## config.mk

```make
export PLATFORM = sky130hd
export DESIGN_NAME = uart_tx_fifo_top
export DESIGN_NICKNAME = d
export VERILOG_FILES = /design/src/rtl/uart_tx_pkg.sv /design/src/rtl/uart_tx_sync_fifo.sv /design/src/rtl/uart_tx_fifo_top.sv
export SDC_FILE = /design/constraint.sdc
export NUM_CORES = 1
export LEC_CHECK = 0
export CORE_ASPECT_RATIO = 1.1
export CORE_MARGIN = 4
export CORE_UTILIZATION = 61
export DETAILED_ROUTE_END_ITERATION = 10
export PLACE_DENSITY = 0.9
export SETUP_SLACK_MARGIN = 0.2
export SLEW_MARGIN = 20
export SYNTH_ARGS = -nofsm -noshare
export SYNTH_HDL_FRONTEND = slang
export SYNTH_SLANG_ARGS = --single-unit
export TNS_END_PERCENT = 5
```

## constraint.sdc

```tcl
create_clock -name CLK -period 5.3 [get_ports CLK]
set_clock_uncertainty 0.2 [all_clocks]
set_input_delay 1.325 -clock CLK [delete_from_list [all_inputs] [get_ports CLK]]
set_output_delay 1.325 -clock CLK [all_outputs]
set_load 0.05 [all_outputs]
```

## src/rtl/uart_tx_pkg.sv

```systemverilog
// Shared types and constants for the UART transmitter slice.
//   tx_state_e  : frame sequencer states
//   TX_STATE_W  : width of the state encoding
//   PAR_EVEN/PAR_ODD : encodings of the PAR_TYP input
package uart_tx_pkg;

    localparam int TX_STATE_W = 3;

    typedef enum logic [TX_STATE_W-1:0] {
        ST_IDLE   = 3'd0,
        ST_START  = 3'd1,
        ST_DATA   = 3'd2,
        ST_PARITY = 3'd3,
        ST_STOP1  = 3'd4,
        ST_STOP2  = 3'd5
    } tx_state_e;

    localparam logic PAR_EVEN = 1'b0;
    localparam logic PAR_ODD  = 1'b1;

endpackage

```

## src/rtl/uart_tx_sync_fifo.sv

```systemverilog
// Synchronous FIFO feeding the UART transmitter.
// Pointers carry one extra wrap bit so full and empty are distinguishable
// and the level is a plain pointer difference.
//   clk_i, rst_ni         : clock, async active-low reset (flushes pointers)
//   wr_en_i, wr_data_i    : write request; ignored while full
//   rd_en_i, rd_data_o    : read request; rd_data_o shows the head word
//   full_o, empty_o       : status
//   level_o               : words currently stored
module uart_tx_sync_fifo #(
    parameter int DW    = 8,
    parameter int DEPTH = 4,
    localparam int AW   = $clog2(DEPTH)
) (
    input  logic          clk_i,
    input  logic          rst_ni,
    input  logic          wr_en_i,
    input  logic [DW-1:0] wr_data_i,
    input  logic          rd_en_i,
    output logic [DW-1:0] rd_data_o,
    output logic          full_o,
    output logic          empty_o,
    output logic [AW:0]   level_o
);

    logic [DW-1:0] mem_q [DEPTH];
    logic [AW:0]   wr_ptr_q;
    logic [AW:0]   rd_ptr_q;
    logic          push;
    logic          pop;

    assign empty_o   = (wr_ptr_q == rd_ptr_q);
    assign full_o    = (wr_ptr_q[AW] != rd_ptr_q[AW]) &&
                       (wr_ptr_q[AW-1:0] == rd_ptr_q[AW-1:0]);
    assign level_o   = wr_ptr_q - rd_ptr_q;
    assign rd_data_o = mem_q[rd_ptr_q[AW-1:0]];
    assign push      = wr_en_i && !full_o;
    assign pop       = rd_en_i && !empty_o;

    always_ff @(posedge clk_i or negedge rst_ni) begin
        if (!rst_ni) begin
            wr_ptr_q <= '0;
            rd_ptr_q <= '0;
        end else begin
            if (push) wr_ptr_q <= wr_ptr_q + (AW+1)'(1);
            if (pop)  rd_ptr_q <= rd_ptr_q + (AW+1)'(1);
        end
    end

    // Storage needs no reset: entries are only visible between the pointers.
    always_ff @(posedge clk_i) begin
        if (push) mem_q[wr_ptr_q[AW-1:0]] <= wr_data_i;
    end

endmodule

```

## src/rtl/uart_tx_fifo_top.sv

```systemverilog
// Parametrised UART transmitter with input FIFO.
// Words enter through DATA_VALID/READY, are serialised LSB-first as
// start, DATA_WIDTH data bits, optional parity, 1 or 2 stop bits, one bit
// per TICK period.  Frame config is latched when a word is popped.
// Optional feature macro: UART_TX_PARITY_EN (parity bit support).  When it
// is undefined PAR_EN/PAR_TYP are ignored and no parity bit is ever sent.
//   CLK, RST                 : clock, async active-low reset
//   TICK                     : baud strobe
//   P_DATA, DATA_VALID, READY: push handshake
//   PAR_EN, PAR_TYP, STOP2   : frame configuration
//   TX_OUT                   : serial line (idles high)
//   BUSY                     : frame in progress
//   FIFO_LEVEL               : words queued
//
// state     | meaning
// ST_IDLE   | line high, waiting for a TICK with data queued
// ST_START  | start bit on the line
// ST_DATA   | data bits on the line
// ST_PARITY | parity bit on the line
// ST_STOP1  | first stop bit
// ST_STOP2  | second stop bit
module uart_tx_fifo_top
    import uart_tx_pkg::*;
#(
    parameter int DATA_WIDTH = 8,
    parameter int FIFO_DEPTH = 4
) (
    input  logic                          CLK,
    input  logic                          RST,
    input  logic                          TICK,
    input  logic [DATA_WIDTH-1:0]         P_DATA,
    input  logic                          DATA_VALID,
    output logic                          READY,
    input  logic                          PAR_EN,
    input  logic                          PAR_TYP,
    input  logic                          STOP2,
    output logic                          TX_OUT,
    output logic                          BUSY,
    output logic [$clog2(FIFO_DEPTH):0]   FIFO_LEVEL
);

    localparam int CNT_W = $clog2(DATA_WIDTH);

    tx_state_e              state_q, state_d;
    logic [DATA_WIDTH-1:0]  shift_q, shift_d;
    logic [CNT_W-1:0]       bit_cnt_q, bit_cnt_d;
    logic                   tx_q, tx_d;
    logic                   busy_q;
    logic                   stop2_q, stop2_d;
    logic                   fifo_pop;
    logic                   fifo_full;
    logic                   fifo_empty;
    logic [DATA_WIDTH-1:0]  fifo_rd_data;
    logic                   frame_end;

`ifdef UART_TX_PARITY_EN
    logic                   par_en_q, par_en_d;
    logic                   par_bit_q, par_bit_d;
`else
    logic                   unused_par_cfg;
    assign unused_par_cfg = PAR_EN ^ PAR_TYP;
`endif

    uart_tx_sync_fifo #(
        .DW    (DATA_WIDTH),
        .DEPTH (FIFO_DEPTH)
    ) u_fifo (
        .clk_i     (CLK),
        .rst_ni    (RST),
        .wr_en_i   (DATA_VALID),
        .wr_data_i (P_DATA),
        .rd_en_i   (fifo_pop),
        .rd_data_o (fifo_rd_data),
        .full_o    (fifo_full),
        .empty_o   (fifo_empty),
        .level_o   (FIFO_LEVEL)
    );

    assign READY  = !fifo_full;
    assign TX_OUT = tx_q;
    assign BUSY   = busy_q;

    always_comb begin
        state_d   = state_q;
        shift_d   = shift_q;
        bit_cnt_d = bit_cnt_q;
        tx_d      = tx_q;
        stop2_d   = stop2_q;
        fifo_pop  = 1'b0;
        frame_end = 1'b0;
`ifdef UART_TX_PARITY_EN
        par_en_d  = par_en_q;
        par_bit_d = par_bit_q;
`endif
        if (TICK) begin
            unique case (state_q)
                ST_IDLE: tx_d = 1'b1;
                ST_START: begin
                    tx_d      = shift_q[0];
                    shift_d   = shift_q >> 1;
                    bit_cnt_d = '0;
                    state_d   = ST_DATA;
                end
                ST_DATA: begin
                    if (bit_cnt_q == CNT_W'(DATA_WIDTH-1)) begin
`ifdef UART_TX_PARITY_EN
                        if (par_en_q) begin
                            tx_d    = par_bit_q;
                            state_d = ST_PARITY;
                        end else begin
                            tx_d    = 1'b1;
                            state_d = ST_STOP1;
                        end
`else
                        tx_d    = 1'b1;
                        state_d = ST_STOP1;
`endif
                    end else begin
                        tx_d      = shift_q[0];
                        shift_d   = shift_q >> 1;
                        bit_cnt_d = bit_cnt_q + CNT_W'(1);
                    end
                end
`ifdef UART_TX_PARITY_EN
                ST_PARITY: begin
                    tx_d    = 1'b1;
                    state_d = ST_STOP1;
                end
`endif
                ST_STOP1: begin
                    if (stop2_q) begin
                        tx_d    = 1'b1;
                        state_d = ST_STOP2;
                    end else begin
                        frame_end = 1'b1;
                    end
                end
                ST_STOP2: frame_end = 1'b1;
                default: begin
                    tx_d    = 1'b1;
                    state_d = ST_IDLE;
                end
            endcase

            if (frame_end) begin
                tx_d    = 1'b1;
                state_d = ST_IDLE;
            end

            // Pop from idle or straight out of the last stop bit, so queued
            // words go out back-to-back without an idle bit.
            if ((state_q == ST_IDLE || frame_end) && !fifo_empty) begin
                fifo_pop = 1'b1;
                shift_d  = fifo_rd_data;
                stop2_d  = STOP2;
                tx_d     = 1'b0;
                state_d  = ST_START;
`ifdef UART_TX_PARITY_EN
                par_en_d  = PAR_EN;
                par_bit_d = (^fifo_rd_data) ^ (PAR_TYP == PAR_ODD);
`endif
            end
        end
    end

    always_ff @(posedge CLK or negedge RST) begin
        if (!RST) begin
            state_q   <= ST_IDLE;
            shift_q   <= '0;
            bit_cnt_q <= '0;
            tx_q      <= 1'b1;
            busy_q    <= 1'b0;
            stop2_q   <= 1'b0;
        end else begin
            state_q   <= state_d;
            shift_q   <= shift_d;
            bit_cnt_q <= bit_cnt_d;
            tx_q      <= tx_d;
            busy_q    <= (state_d != ST_IDLE);
            stop2_q   <= stop2_d;
        end
    end

`ifdef UART_TX_PARITY_EN
    always_ff @(posedge CLK or negedge RST) begin
        if (!RST) begin
            par_en_q  <= 1'b0;
            par_bit_q <= 1'b0;
        end else begin
            par_en_q  <= par_en_d;
            par_bit_q <= par_bit_d;
        end
    end
`endif

endmodule

```

==> flow_metrics.py, run 1 <==
metrics = {
    "sta": {
        "period_minus_slack_ns": 4.126,
        "finalHoldViolations": 0,
        "relSlewSlack_pct": 35.07,
        "post-route-period-util_pct": 77.85,
        "rsz0062_at_grt": "false",
        "finalSetupViolCount": 0,
        "fin_hold_ws_ns": 0.3072,
        "max_freq_mhz": 242.4,
        "maxSlewViolCount": 0,
        "tns_ns": 0,
        "worstMarginPinSlew_ns": 0.9739,
    },
    "route": {
        "routed_wl_um": 3819,
        "drt-pass1-iter-count": 4,
        "wl_per_cell_um": 16.68,
        "vias": 1304,
        "drc_errors": 0,
        "via_per_inst": 5.694,
        "drtAntennaViolNets": 0,
        "drt-initial-drc-count": 50,
    },
    "place": {
        "io_buffers": 18,
        "gp_congestion": 0.7795,
        "hpwl_um": 2665,
    },
    "critical_path": {
        "slowest_delay_ns": 0.82,
        "cp-endpoint": "FIFO_LEVEL[2]",
        "timing.rr.start": "u_fifo.rd_ptr_q[0]",
        "r2r_slack_ns": 2.11,
        "cp-start-kind": "flip-flop",
        "critical_path_required_ns": 3.77,
        "cp_slowest_cell": "clkdlybuf4s50_1",
        "path_cells": "ha_1 > fa_1 > xnor2_1 > clkdlybuf4s50_1",
        "cp_data_arrival_time_ns": 2.60,
        "r2r-end": "shift_q[5]",
        "reg2reg_depth": 5,
        "crit_fanout": 11,
        "crit_start": "u_fifo.rd_ptr_q[0]",
        "crit_type": "flip-flop to output port",
        "end_kind": "output port",
    },
    "clocking": {
        "cts_made_buffers": 5,
        "hold_buffers": 0,
        "root_buffer": "clkbuf_8",
        "clock_sinks": 55,
        "worstSkewPairLatency_ns": 0.31,
        "clk_pin_slew_ns": 0.09,
        "ctsResizeCount": 0,
        "clock_path_buffers": 2,
        "cts_tree": "done",
        "cts_setup_buffers": 0,
        "htreeDepth": 2,
    },
    "finish": {
        "syn2layout_area_growth_pct": 12.62,
        "fillers": 267,
        "n_antenna_cell": 0,
        "drive_gt1_share_pct": 24.86,
        "nNetsFinal": 201,
    },
    "logic_synthesis": {
        "synthTopCellsByCount": "edfxtp_1, dfrtp_1, mux2_2, ha_1, inv_1",
        "yosysSeqAreaShare_pct": 61.79,
        "synth_fa_ha_area_share_pct": 5.329,
        "synth_top_family_by_area": "multiplexers",
        "synth_top_area_cell": "edfxtp_1",
        "yosysMostFrequentCell": "edfxtp_1",
        "synthTopCellsByArea": "edfxtp_1, dfrtp_1, mux2_2",
        "synth.area.mux_share_pct": 16.69,
        "synth_top_area_share_pct": 38.61,
        "synth_compound_area_share_pct": 4.324,
        "synth_area_um2": 2489,
        "ys_types": 36,
        "synthCells": 158,
        "yosys_register_bits": 55,
        "yosys_warnings": 0,
        "synth-async-reset-ratio_pct": 41.82,
        "synth_edf_count": 32,
        "ys.flop_type": "edfxtp_1",
        "synthSimpleGateAreaFrac_pct": 6.586,
        "syn_area_per_cell_um2": 15.75,
        "synth_nets": 183,
        "yosys.area_share.xor_xnor_pct": 2.112,
    },
    "floorplanning": {
        "num_rows": 24,
        "dieArea_um2": 5167,
        "coreArea_um2": 3964,
        "initial_utilization_pct": 62.78,
        "dieWidth_um": 68.90,
        "io_pins": 21,
        "die_height_um": 74.99,
    },
    "flow_run": {
        "maxCapViolCount": 0,
    },
    "status": {
        "outcome": "complete, no violations",
    },
    "pwr": {
        "ir_worst_vdd_mv": 0.3221,
        "p_total_mw": 1.849,
        "leakage_nw": 1.107,
        "power.density_nw_per_um2": 659.8,
    },
    "worst_hold_path": {
        "hold_class": "flip-flop to flip-flop",
        "min_from": "u_fifo.rd_ptr_q[2]",
    },
    "grt": {
        "grt_max_degree": 24,
        "grt_pass1_vias": 1330,
        "grt_pass1_wl_um": 6203,
        "antenna_found_initial": 0,
        "grtUsageTotal_pct": 17.19,
        "overflow": 0,
    },
}
## critical path: cells and delay by family, from the launching register on
family,cells,cell delay [ns]
fa+ha+maj,2,0.71
flops,1,0.62
buf+inv,1,0.82
xor+xnor,1,0.16
## placed cells by master (no fill, tap or decap), types with 2 or more instances in the layout
master           count
edfxtp_1            32
dfrtp_1             22
mux2_2              20
clkdlybuf4s50_1     17
inv_1                9
ha_1                 9
mux4_2               8
nand2_1              7
and3_1               6
xnor2_1              5
nor2_1               5
o21ai_0              5
clkbuf_8             5
a32o_1               2
nand3b_1             2
a21oi_1              2
## cell type report
| type | count | area, µm² | area share, % |
|---|---|---|---|
| Sequential cell | 55 | 1538 | 54.87 |
| Multi-Input combinational cell | 87 | 872.1 | 31.12 |
| Timing Repair Buffer | 18 | 175.2 | 6.250 |
| Clock buffer | 5 | 68.82 | 2.455 |
| Tap cell | 52 | 65.06 | 2.321 |
| Clock inverter | 3 | 50.05 | 1.786 |
| Inverter | 9 | 33.78 | 1.205 |
## per-layer routing
metal | routed length [µm] | part of all wire, % | global-route usage (%)
met3 | 115 | 3.0 | 4.328
met5 | 0 | 0 | 0
met4 | 57 | 1.5 | 6.494
met2 | 2119 | 55 | 29.98
met1 | 1527 | 40 | 20.46
## power by group
group	total, mW	switching (mW)	leakage (nW)	internal, mW
sequential	0.709	0.111	0.574	0.599
combinational	0.857	0.457	0.471	0.400
clock	0.283	0.137	0.0607	0.146
total	1.85	0.705	1.11	1.14
## how the worst min path moves through the flow
stage / cells after the start / endpoint / slack, ns
2_1_floorplan: 1 / u_fifo.wr_ptr_q[2] / 0.26
3_3_place_gp: 1 / shift_q[7] / 0.27
6_report: 1 / u_fifo.rd_ptr_q[2] / 0.31
5_1_grt: 1 / shift_q[1] / 0.34
3_5_place_dp: 1 / shift_q[2] / 0.30
4_1_cts: 1 / u_fifo.rd_ptr_q[2] / 0.31
## flip-flops by register name, indices dropped and copies added (netlist names)
| signal | flops |
|---|---|
| u_fifo.mem_q | 32 |
| shift_q | 8 |
| bit_cnt_q | 3 |
| state_q | 3 |
| u_fifo.rd_ptr_q | 3 |
| u_fifo.wr_ptr_q | 3 |
| BUSY | 1 |
| TX_OUT | 1 |
| stop2_q | 1 |
## stage by stage
step                      util, %  setup WS (ns)  std cells  area (µm²)
after floorplan                 -          1.927        158        2489
after global placement      67.83          1.491        221        2689
after detailed placement    67.83          1.465        221        2689
after CTS                   70.83          1.127        229        2808
after global routing        70.71         0.9991        229        2803
final                       70.71          1.174        229        2803
## logic make-up (layout without fill, tap and decap cells)
logic type      count (synthesis)  count (layout)
simple gates                   29              29
compound gates                 13              13
buf+inv                        16              35
flops                          55              55
mux                            29              29
xor+xnor                        6               6
fa+ha+maj                      10              10
No activity file was read; power rests on OpenSTA's default activity.
==> run 2: changes to the inputs <==
--- a/config.mk
+++ b/config.mk
@@ -7,9 +7,9 @@
 export LEC_CHECK = 0
 export CORE_ASPECT_RATIO = 1.1
 export CORE_MARGIN = 4
-export CORE_UTILIZATION = 61
+export CORE_UTILIZATION = 51
 export DETAILED_ROUTE_END_ITERATION = 10
-export PLACE_DENSITY = 0.9
+export PLACE_DENSITY = 0.81
 export SETUP_SLACK_MARGIN = 0.2
 export SLEW_MARGIN = 20
 export SYNTH_ARGS = -nofsm -noshare
==> constraint.sdc (replaced) <==
create_clock -name CLK -period 3.41 [get_ports CLK]
set_clock_uncertainty 0.2 [all_clocks]
set_input_delay 0.8525 -clock CLK [delete_from_list [all_inputs] [get_ports CLK]]
set_output_delay 0.8525 -clock CLK [all_outputs]
set_load 0.05 [all_outputs]
==> run 2 against run 1 <==
Cell count is 3.9% higher. Critical path type unchanged. Global-route usage is 3.1 points lower. Die area grew 17%. Core utilization fell by 9.9 points. Setup slack lost 0.84 ns. Total power is 58% higher. Largest cell class unchanged. Count of clock-buffer cells in the layout rose by 1.
==> flow_metrics.py, run 2 (synthesis results as in run 1) <==
metrics = {
    "critical_path": {
        "crit_type": "flip-flop to output port",
        "end_kind": "output port",
        "cp_data_arrival_time_ns": 2.02,
        "cp-start-kind": "flip-flop",
        "critical_path_required_ns": 2.36,
        "crit_fanout": 4,
        "reg2reg_depth": 7,
    },
    "floorplanning": {
        "coreArea_um2": 4684,
        "dieArea_um2": 6063,
        "dieWidth_um": 74.61,
        "io_pins": 21,
        "die_height_um": 81.27,
        "initial_utilization_pct": 53.13,
        "num_rows": 26,
    },
    "clocking": {
        "htreeDepth": 2,
        "cts_made_buffers": 5,
        "clock_sinks": 55,
        "clk_pin_slew_ns": 0.09,
        "ctsResizeCount": 0,
        "worstSkewPairLatency_ns": 0.30,
        "cts_tree": "done",
        "hold_buffers": 0,
        "cts_setup_buffers": 0,
        "root_buffer": "clkbuf_8",
        "clock_path_buffers": 2,
    },
    "pwr": {
        "p_clk_share_pct": 14.1,
        "switching_power_mw": 1.090,
        "p_total_mw": 2.929,
        "swShare_pct": 37.21,
        "ir_worst_vdd_mv": 0.5757,
        "power.density_nw_per_um2": 1028,
        "comb_power_share_pct": 50.0,
        "p_int_mw": 1.839,
        "pwr-share-seq_pct": 35.8,
        "leakage_nw": 1.132,
    },
    "place": {
        "gp_congestion": 0.8156,
        "io_buffers": 18,
        "hpwl_um": 2791,
    },
    "grt": {
        "overflow": 0,
        "antenna_found_initial": 0,
        "use_met1_pct": 16.49,
        "grtUsageTotal_pct": 14.10,
        "use_met3_pct": 3.589,
        "grt_util_met2_pct": 24.69,
        "grt_pass1_vias": 1367,
        "grt_max_degree": 24,
        "grt_busiest_layer": "met2",
        "grt_pass1_wl_um": 6354,
    },
    "route": {
        "drt-pass1-iter-count": 4,
        "drc_errors": 0,
        "drt-initial-drc-count": 38,
        "vias": 1328,
        "routed_wl_um": 3866,
        "wl_per_cell_um": 16.24,
        "drtAntennaViolNets": 0,
        "via_per_inst": 5.580,
    },
    "worst_hold_path": {
        "whs_path_depth": 1,
        "hold_class": "flip-flop to flip-flop",
    },
    "finish": {
        "drive_gt1_share_pct": 27.47,
        "syn2layout_area_growth_pct": 14.43,
        "nNetsFinal": 206,
        "final_cell_mix": "edfxtp_1, dfrtp_1, mux2_2",
        "n_antenna_cell": 0,
        "fillers": 354,
        "final_common_cell": "edfxtp_1",
        "largest_reg_flops": 32,
    },
    "sta": {
        "worstMarginPinSlew_ns": 0.7699,
        "relSlewSlack_pct": 48.67,
        "finalSetupViolCount": 0,
        "tns_ns": 0,
        "finalHoldViolations": 0,
        "max_freq_mhz": 325.6,
        "rsz0062_at_grt": "false",
        "maxSlewViolCount": 0,
        "period_minus_slack_ns": 3.071,
        "post-route-period-util_pct": 90.06,
    },
    "flow_run": {
        "maxCapViolCount": 0,
    },
    "status": {
        "outcome": "complete, no violations",
    },
}
run 2: area by class of cell:
class / count / area, µm² / area share [%]
Timing Repair Buffer: 23 / 222.7 / 7.821
Sequential cell: 55 / 1538 / 54.00
Tap cell: 56 / 70.07 / 2.460
Clock inverter: 2 / 38.79 / 1.362
Inverter: 9 / 33.78 / 1.186
Multi-Input combinational cell: 87 / 872.1 / 30.62
Clock buffer: 6 / 72.57 / 2.548
run 2: routing by layer:
layer	vias to the layer above	share of wire, %
met2	27	52
met4	0	2.0
met1	663	42
li1	628	-
met5	-	0
met3	10	4.3
run 2: per-stage QoR:
stage	utilization [%]	cells	instance area, µm²	hold WS [ns]	worst slack, ns
4_1_cts	60.79	238	2848	0.3033	0.3276
3_5_place_dp	58.41	230	2736	0.2839	0.6213
5_1_grt	60.79	238	2848	0.3135	0.2660
2_1_floorplan	-	158	2489	0.2619	0.5092
3_3_place_gp	58.41	230	2736	0.2772	0.7192
6_report	60.79	238	2848	0.2986	0.3388
run 2: worst max-delay path, cell delays in order (launching register included):
cell and delay (ns):
dfrtp_1 0.41, inv_1 0.15, ha_1 0.28, inv_1 0.07
clkdlybuf4s50_1 0.81
run 2: power by group through the flow:
stage | Sequential, mW | Combinational (mW) | Clock, mW
detailed placement | 1.06 | 1.49 | 0
floorplan | 1.06 | 1.08 | 0
finish | 1.05 | 1.47 | 0.414
global placement | 1.04 | 1.44 | 0
global route | 1.07 | 1.58 | 0.458
CTS | 1.05 | 1.49 | 0.429
run 2: final timing paths:
check                              startpoint                  to  slack, ns
setup / recovery           u_fifo.wr_ptr_q[0]       FIFO_LEVEL[0]       0.34
hold / removal             u_fifo.rd_ptr_q[2]  u_fifo.rd_ptr_q[2]       0.30
setup reg to reg           u_fifo.wr_ptr_q[0]          shift_q[1]       0.63
hold reg to reg            u_fifo.rd_ptr_q[2]  u_fifo.rd_ptr_q[2]       0.30
max in group asynchronous                 RST              TX_OUT       2.03
min in group asynchronous                 RST  u_fifo.wr_ptr_q[1]       0.70
